$ cat src/rtl/uart_tx_pkg.sv
// Shared types and helpers for the UART transmit engine.
package uart_tx_pkg;

  typedef enum logic [2:0] {
    IDLE   = 3'd0,
    START  = 3'd1,
    DATA   = 3'd2,
    PARITY = 3'd3,
    STOP   = 3'd4
  } tx_state_e;

  // Shortest frame the line protocol allows; shorter requests are widened.
  localparam int MIN_DATA_LEN = 5;
  // Widest data field any instance can carry; sizes the parity helper.
  localparam int MAX_DATA_W   = 9;

  // Parity over the low 'len' bits of data.
  // sp=0: odd (eps=0) or even (eps=1); sp=1: stuck at !eps.
  function automatic logic parity_f(input logic [MAX_DATA_W-1:0] data,
                                    input logic [3:0]            len,
                                    input logic                  eps,
                                    input logic                  sp);
    logic [MAX_DATA_W-1:0] m;
    m = data & ~({MAX_DATA_W{1'b1}} << len);
    if (sp) return ~eps;
    return eps ? (^m) : ~(^m);
  endfunction

endpackage

$ cat src/rtl/uart_tx_fifo.sv
// Synchronous transmit FIFO. Read data is the head entry, valid while !empty.
// A clear wins over a same-cycle push or pop.
module uart_tx_fifo #(
  parameter int DATA_W = 8,
  parameter int DEPTH  = 16
) (
  input  logic                     clk,
  input  logic                     rst,
  input  logic                     clr,
  input  logic                     push,
  input  logic                     pop,
  input  logic [DATA_W-1:0]        wdata,
  output logic [DATA_W-1:0]        rdata,
  output logic                     full,
  output logic                     empty,
  output logic [$clog2(DEPTH):0]   level
);

  localparam int AW = $clog2(DEPTH);

  logic [DATA_W-1:0] mem [DEPTH];
  logic [AW-1:0]     wr_ptr;
  logic [AW-1:0]     rd_ptr;
  logic              push_ok;
  logic              pop_ok;

  assign full    = (level == (AW+1)'(DEPTH));
  assign empty   = (level == '0);
  assign push_ok = push && !full && !clr;
  assign pop_ok  = pop && !empty && !clr;
  assign rdata   = mem[rd_ptr];

  // Storage array; written only when a push is accepted.
  always_ff @(posedge clk) begin
    if (push_ok) mem[wr_ptr] <= wdata;
  end

  // Pointers and occupancy; a simultaneous push and pop leaves the level unchanged.
  always_ff @(posedge clk) begin
    if (rst || clr) begin
      wr_ptr <= '0;
      rd_ptr <= '0;
      level  <= '0;
    end else begin
      if (push_ok) wr_ptr <= wr_ptr + AW'(1);
      if (pop_ok)  rd_ptr <= rd_ptr + AW'(1);
      level <= level + (AW+1)'(push_ok) - (AW+1)'(pop_ok);
    end
  end

endmodule

$ cat src/rtl/uart_tx_engine.sv
// UART transmit engine: FIFO-buffered words are framed as start, data (LSB
// first), optional parity and 1 or 2 stop bits at a programmable bit period.
// tx_valid/tx_ready: a word transfers on every rising pclk edge where both are
// high; tx_ready reflects only FIFO space and never depends on tx_valid.
module uart_tx_engine
  import uart_tx_pkg::*;
#(
  parameter int DATA_W     = 8,
  parameter int FIFO_DEPTH = 16,
  parameter int BAUD_W     = 16
) (
  input  logic                          pclk,
  input  logic                          preset,
  input  logic                          tx_en,
  input  logic [BAUD_W-1:0]             baud_div,
  input  logic [3:0]                    data_len,
  input  logic                          pen,
  input  logic                          eps,
  input  logic                          sp,
  input  logic                          stb,
  input  logic                          set_break,
  input  logic                          loop,
  input  logic                          fifo_clr,
  input  logic                          tx_valid,
  input  logic [DATA_W-1:0]             tx_data,
  output logic                          tx_ready,
  output logic [$clog2(FIFO_DEPTH):0]   fifo_level,
  output logic                          thre,
  output logic                          temt,
  output logic                          tx_done,
  output logic                          loop_txd,
  output logic                          uart_txd
);

  tx_state_e           state;
  logic [BAUD_W-1:0]   baud_cnt;
  logic [3:0]          bit_cnt;
  logic [DATA_W-1:0]   shreg;
  logic                f_par, f_pen, f_stb;
  logic [3:0]          f_len;
  logic [BAUD_W-1:0]   f_baud;

  logic [DATA_W-1:0]   fifo_rdata;
  logic                fifo_full, fifo_empty;
  logic [3:0]          eff_len;
  logic [DATA_W-1:0]   masked;
  logic                parity;
  logic                baud_tc, last_data, last_stop, in_last, load;
  logic                bit_nxt, done_nxt;

  uart_tx_fifo #(.DATA_W(DATA_W), .DEPTH(FIFO_DEPTH)) u_fifo (
    .clk   (pclk),
    .rst   (preset),
    .clr   (fifo_clr),
    .push  (tx_valid),
    .pop   (load),
    .wdata (tx_data),
    .rdata (fifo_rdata),
    .full  (fifo_full),
    .empty (fifo_empty),
    .level (fifo_level)
  );

  assign tx_ready = !fifo_full;
  assign thre     = fifo_empty;
  assign temt     = fifo_empty && (state == IDLE);

  // Clamp the requested data length into MIN_DATA_LEN..DATA_W.
  always_comb begin
    eff_len = data_len;
    if (data_len < 4'(MIN_DATA_LEN)) eff_len = 4'(MIN_DATA_LEN);
    else if (data_len > 4'(DATA_W))  eff_len = 4'(DATA_W);
  end

  assign masked    = fifo_rdata & ~({DATA_W{1'b1}} << eff_len);
  assign parity    = parity_f(MAX_DATA_W'(masked), eff_len, eps, sp);
  assign baud_tc   = (baud_cnt == f_baud);
  assign last_data = (bit_cnt == f_len - 4'd1);
  assign last_stop = (bit_cnt == {3'b000, f_stb});
  assign in_last   = (state == STOP) && baud_tc && last_stop;
  assign load      = tx_en && !fifo_empty && ((state == IDLE) || in_last);

  // Line level and done flag for the cycle after the coming edge, so the
  // registered outputs stay aligned with the state they describe.
  always_comb begin
    bit_nxt  = 1'b1;
    done_nxt = 1'b0;
    if (load) begin
      bit_nxt = 1'b0;
    end else begin
      case (state)
        START:  bit_nxt = baud_tc ? shreg[0] : 1'b0;
        DATA: begin
          if (!baud_tc)        bit_nxt = shreg[0];
          else if (!last_data) bit_nxt = shreg[1];
          else begin
            bit_nxt  = f_pen ? f_par : 1'b1;
            done_nxt = !f_pen && (f_baud == '0) && !f_stb;
          end
        end
        PARITY: begin
          if (!baud_tc) bit_nxt = f_par;
          else done_nxt = (f_baud == '0) && !f_stb;
        end
        STOP: begin
          if (!baud_tc)        done_nxt = last_stop && ((baud_cnt + BAUD_W'(1)) == f_baud);
          else if (!last_stop) done_nxt = (f_baud == '0);
        end
        default: bit_nxt = 1'b1;
      endcase
    end
  end

  // Frame FSM with baud and bit counters; loads latch a full frame snapshot.
  always_ff @(posedge pclk) begin
    if (preset) begin
      state    <= IDLE;
      baud_cnt <= '0;
      bit_cnt  <= '0;
      shreg    <= '0;
      f_par    <= 1'b0;
      f_pen    <= 1'b0;
      f_stb    <= 1'b0;
      f_len    <= 4'(MIN_DATA_LEN);
      f_baud   <= '0;
      uart_txd <= 1'b1;
      loop_txd <= 1'b1;
      tx_done  <= 1'b0;
    end else begin
      uart_txd <= loop ? 1'b1 : (set_break ? 1'b0 : bit_nxt);
      loop_txd <= set_break ? 1'b0 : bit_nxt;
      tx_done  <= done_nxt;
      if (load) begin
        state    <= START;
        baud_cnt <= '0;
        bit_cnt  <= '0;
        shreg    <= masked;
        f_par    <= parity;
        f_len    <= eff_len;
        f_pen    <= pen;
        f_stb    <= stb;
        f_baud   <= baud_div;
      end else if (state != IDLE) begin
        if (!baud_tc) begin
          baud_cnt <= baud_cnt + BAUD_W'(1);
        end else begin
          baud_cnt <= '0;
          case (state)
            START: begin
              state   <= DATA;
              bit_cnt <= '0;
            end
            DATA: begin
              shreg <= shreg >> 1;
              if (last_data) begin
                bit_cnt <= '0;
                state   <= f_pen ? PARITY : STOP;
              end else begin
                bit_cnt <= bit_cnt + 4'd1;
              end
            end
            PARITY: begin
              state   <= STOP;
              bit_cnt <= '0;
            end
            STOP: begin
              if (last_stop) state <= IDLE;
              else bit_cnt <= bit_cnt + 4'd1;
            end
            default: state <= IDLE;
          endcase
        end
      end
    end
  end

endmodule

$ cat config.mk
export PLATFORM = sky130hd
export DESIGN_NAME = uart_tx_engine
export DESIGN_NICKNAME = d
export VERILOG_FILES = /design/src/rtl/uart_tx_pkg.sv /design/src/rtl/uart_tx_fifo.sv /design/src/rtl/uart_tx_engine.sv
export SDC_FILE = /design/constraint.sdc
export NUM_CORES = 1
export LEC_CHECK = 0
export ABC_AREA = 1
export CORE_ASPECT_RATIO = 1.4
export CORE_MARGIN = 2
export CORE_UTILIZATION = 30
export CTS_CLUSTER_DIAMETER = 60
export CTS_CLUSTER_SIZE = 14
export DETAILED_ROUTE_END_ITERATION = 10
export GPL_TIMING_DRIVEN = 1
export PLACE_DENSITY_LB_ADDON = 0.12
export SLEW_MARGIN = 5
export SYNTH_ARGS = -nofsm -noshare
export SYNTH_HDL_FRONTEND = slang
export SYNTH_SLANG_ARGS = --single-unit
$ cat constraint.sdc
create_clock -name pclk -period 4.28 [get_ports pclk]
set_clock_uncertainty 0.1 [all_clocks]
set_input_delay 0.856 -clock pclk [delete_from_list [all_inputs] [get_ports pclk]]
set_output_delay 0.856 -clock pclk [all_outputs]
set_load 0.005 [all_outputs]
==> metrics.csv <==
metric,value,unit
grt_pass1_vias,7468,
area_growth,17.64,%
syn-cell-area,9613,um2
syn_area_per_cell,8.739,um2
synthMuxAreaShare,0,
path_buf_inv,5,
holdWs,0.3705,ns
clock_latency,0.51,ns
path_clk_slew,0.06,ns
cp_max_fo,17,
p_int,3793,uW
antenna_found_initial,0,
dpl.hpwl,18350,um
clock_path_buffers,3,
finalSetupViolCount,0,
slew_headroom,0.4856,
grt_first_pass_wirelength,41570,um
drv_slew,0,
cp_data_arrival_time,2.41,ns
crit_top_cell,nor2_1,
synth_top_family_by_area,simple AND/OR/NAND/NOR gates,
grt-ovfl-total,0,
crit_required,3.32,ns
layout-drive-gt1-share,0.07398,
fillers,3299,
io_buffers,49,
status,finished clean,
grt_use_total,0.1620,
via_per_inst,4.654,
end_kind,output pin,
power_frac_clock,0.354,
ys_warn_count,0,
synthDistinctLibCells,43,
yosysSeqAreaShare,0.5540,
grt_start_max_net_pins,67,
hold_viol,0,
combPwrFrac,0.236,
max_freq,297.3,MHz
place_congestion,0.8065,
synth_largest_area_cell,edfxtp_1,
vias,7311,
worstSetupPathType,flop to output pin,
layout_common_cells,"309 x nand2_1, 136 x inv_1, 128 x edfxtp_1",
fin_crit_sh,0.7858,
cts_resized,0,
synth.area.top_cells,"edfxtp_1 40%, dfxtp_1 15%, nand2_1 12%",
synth_compound_area_frac,0.06872,
rsz0062_at_grt,false,
holdBufCountCts,0,
cp_slowest_stage_delay,0.53,ns
drc,0,
critical_path.top_delay_family,buffers and inverters,
start_kind,flop,
cts_htree_levels,1,
synthSimpleGateAreaFrac,0.2424,
cp_cell_sequence,"nor2_1, inv_1, nor2_1, buf_4, inv_1, buf_4, nor2_1, clkdlybuf4s50_1",
ant_nets,0,
tritoncts,built,
p_switching,1772,uW
drt_iter0_drc,359,
wl_per_cell,17.02,um
diodes,0,
ir_drop,0.0002973,V
synth_nets,1154,
maxCapViolCount,0,
async_flop_share,0,
slowest_stage,clkdlybuf4s50_1,
syn_inst,1100,
die_h,215.8,um
synth_ff_type,edfxtp_1,
synth-adder-area-share,0.02030,
synth_seq_cells,202,
post-cts-setup-buffers,0,
io_pins,50,
cts_root_buffer,clkbuf_16,
drt-total-wl,26730,um
die_w,155.3,um
period_minus_slack,3.363,ns
nNetsFinal,1214,
synth_top_area_share,0.3998,
leakage,0.004485,uW
synth_xor_area_frac,0.03540,
numCtsBuffers,22,
min_path_type,flop to flop,
seqPwrFrac,0.410,
dr.pass1.iters,7,
initial_core_util,0.3042,
worst_slew_pin_slew,0.7687,ns
swShare,0.3184,
p_per_area,492.2,nW/um2
row_count,77,
synth_edf_count,128,
die-area,33510,um2
final_common_cell,nand2_1,
coreArea,31600,um2
tns,0,ns
cts_sinks,202,
cell type report:
type,instances,area (um2),share of cell area
clock buffers,27,621.8,0.05499
clock inverters,13,135.1,0.01195
inverters,141,534.3,0.04725
multi-input cells,720,3526,0.3118
flip-flops and latches,202,5326,0.4710
well taps,395,494.2,0.04370
repair buffers,73,670.6,0.05931
power by group through the flow:
| stage | clock network [uW] | registers [uW] | logic, uW |
|---|---|---|---|
| finish | 1970 | 2280 | 1320 |
| detailed placement | 0 | 2320 | 1350 |
| CTS | 2030 | 2280 | 1350 |
| global route | 2120 | 2300 | 1490 |
| global placement | 0 | 2320 | 1350 |
| floorplan | 0 | 2300 | 925 |
flip-flops by register name, indices dropped and copies added, names as in the netlist, 3 cells and up, named ones only:
name	cells
u_fifo.mem	128
baud_cnt	16
f_baud	16
shreg	8
u_fifo.level	5
bit_cnt	4
f_len	4
u_fifo.rd_ptr	4
u_fifo.wr_ptr	4
state	3
cell families after synthesis:
family	Yosys count
adder cells (fa/ha/maj)	15
XOR/XNOR	38
AND/OR/NAND/NOR	549
buffers and inverters	178
flip-flops	202
AO/OA/AOI/OAI	118
tightest hold or removal path, cell delays in order, from the launching register on:
cell and delay, ns:
dfxtp_1 0.31, nand3_1 0.07, nand2_1 0.04
metal layers:
| layer | part of all wire | global-route usage |
|---|---|---|
| met5 | 0 | 0 |
| met4 | 0.036 | 0.06361 |
| met3 | 0.032 | 0.02349 |
| met2 | 0.56 | 0.3176 |
| met1 | 0.38 | 0.1710 |
synthesized netlist by cell type, types with 2 or more instances:
master	n
a211oi_1	2
a21oi_1	47
a221oi_2	2
a31oi_1	5
buf_1	2
buf_2	14
buf_4	3
buf_6	5
buf_8	2
clkbuf_1	11
dfxtp_1	74
edfxtp_1	128
ha_1	14
inv_1	136
inv_2	4
nand2_1	309
nand2_2	2
nand2_4	2
nand3_1	106
nand4_1	14
nor2_1	89
nor2_2	3
nor2_4	2
nor3_1	10
nor4_1	4
nor4_2	2
o211ai_1	5
o21ai_0	46
o21ai_1	2
o22ai_1	3
or2_2	5
xnor2_1	20
xor2_1	17
metrics by stage:
step / total power, uW / cells / setup slack (ns) / util / cell area (um2)
detailed placement: 3671 / 1531 / 0.8292 / 0.3339 / 10550
CTS: 5668 / 1571 / 0.9056 / 0.3579 / 11310
global route: 5906 / 1571 / 0.7187 / 0.3579 / 11310
finish: 5565 / 1571 / 0.9168 / 0.3579 / 11310
floorplan: 3225 / 1100 / 1.435 / - / 9613
global placement: 3669 / 1531 / 0.8313 / 0.3339 / 10550
worst paths after layout:
check / startpoint / to / slack, ns / cells past startpoint
setup / recovery: state[0] / temt / 0.92 / 8
hold / removal: shreg[7] / shreg[7] / 0.37 / 2
setup reg to reg: baud_cnt[8] / u_fifo.level[4] / 1.04 / 18
hold reg to reg: shreg[7] / shreg[7] / 0.37 / 2
(Power assumes the default switching activity.)
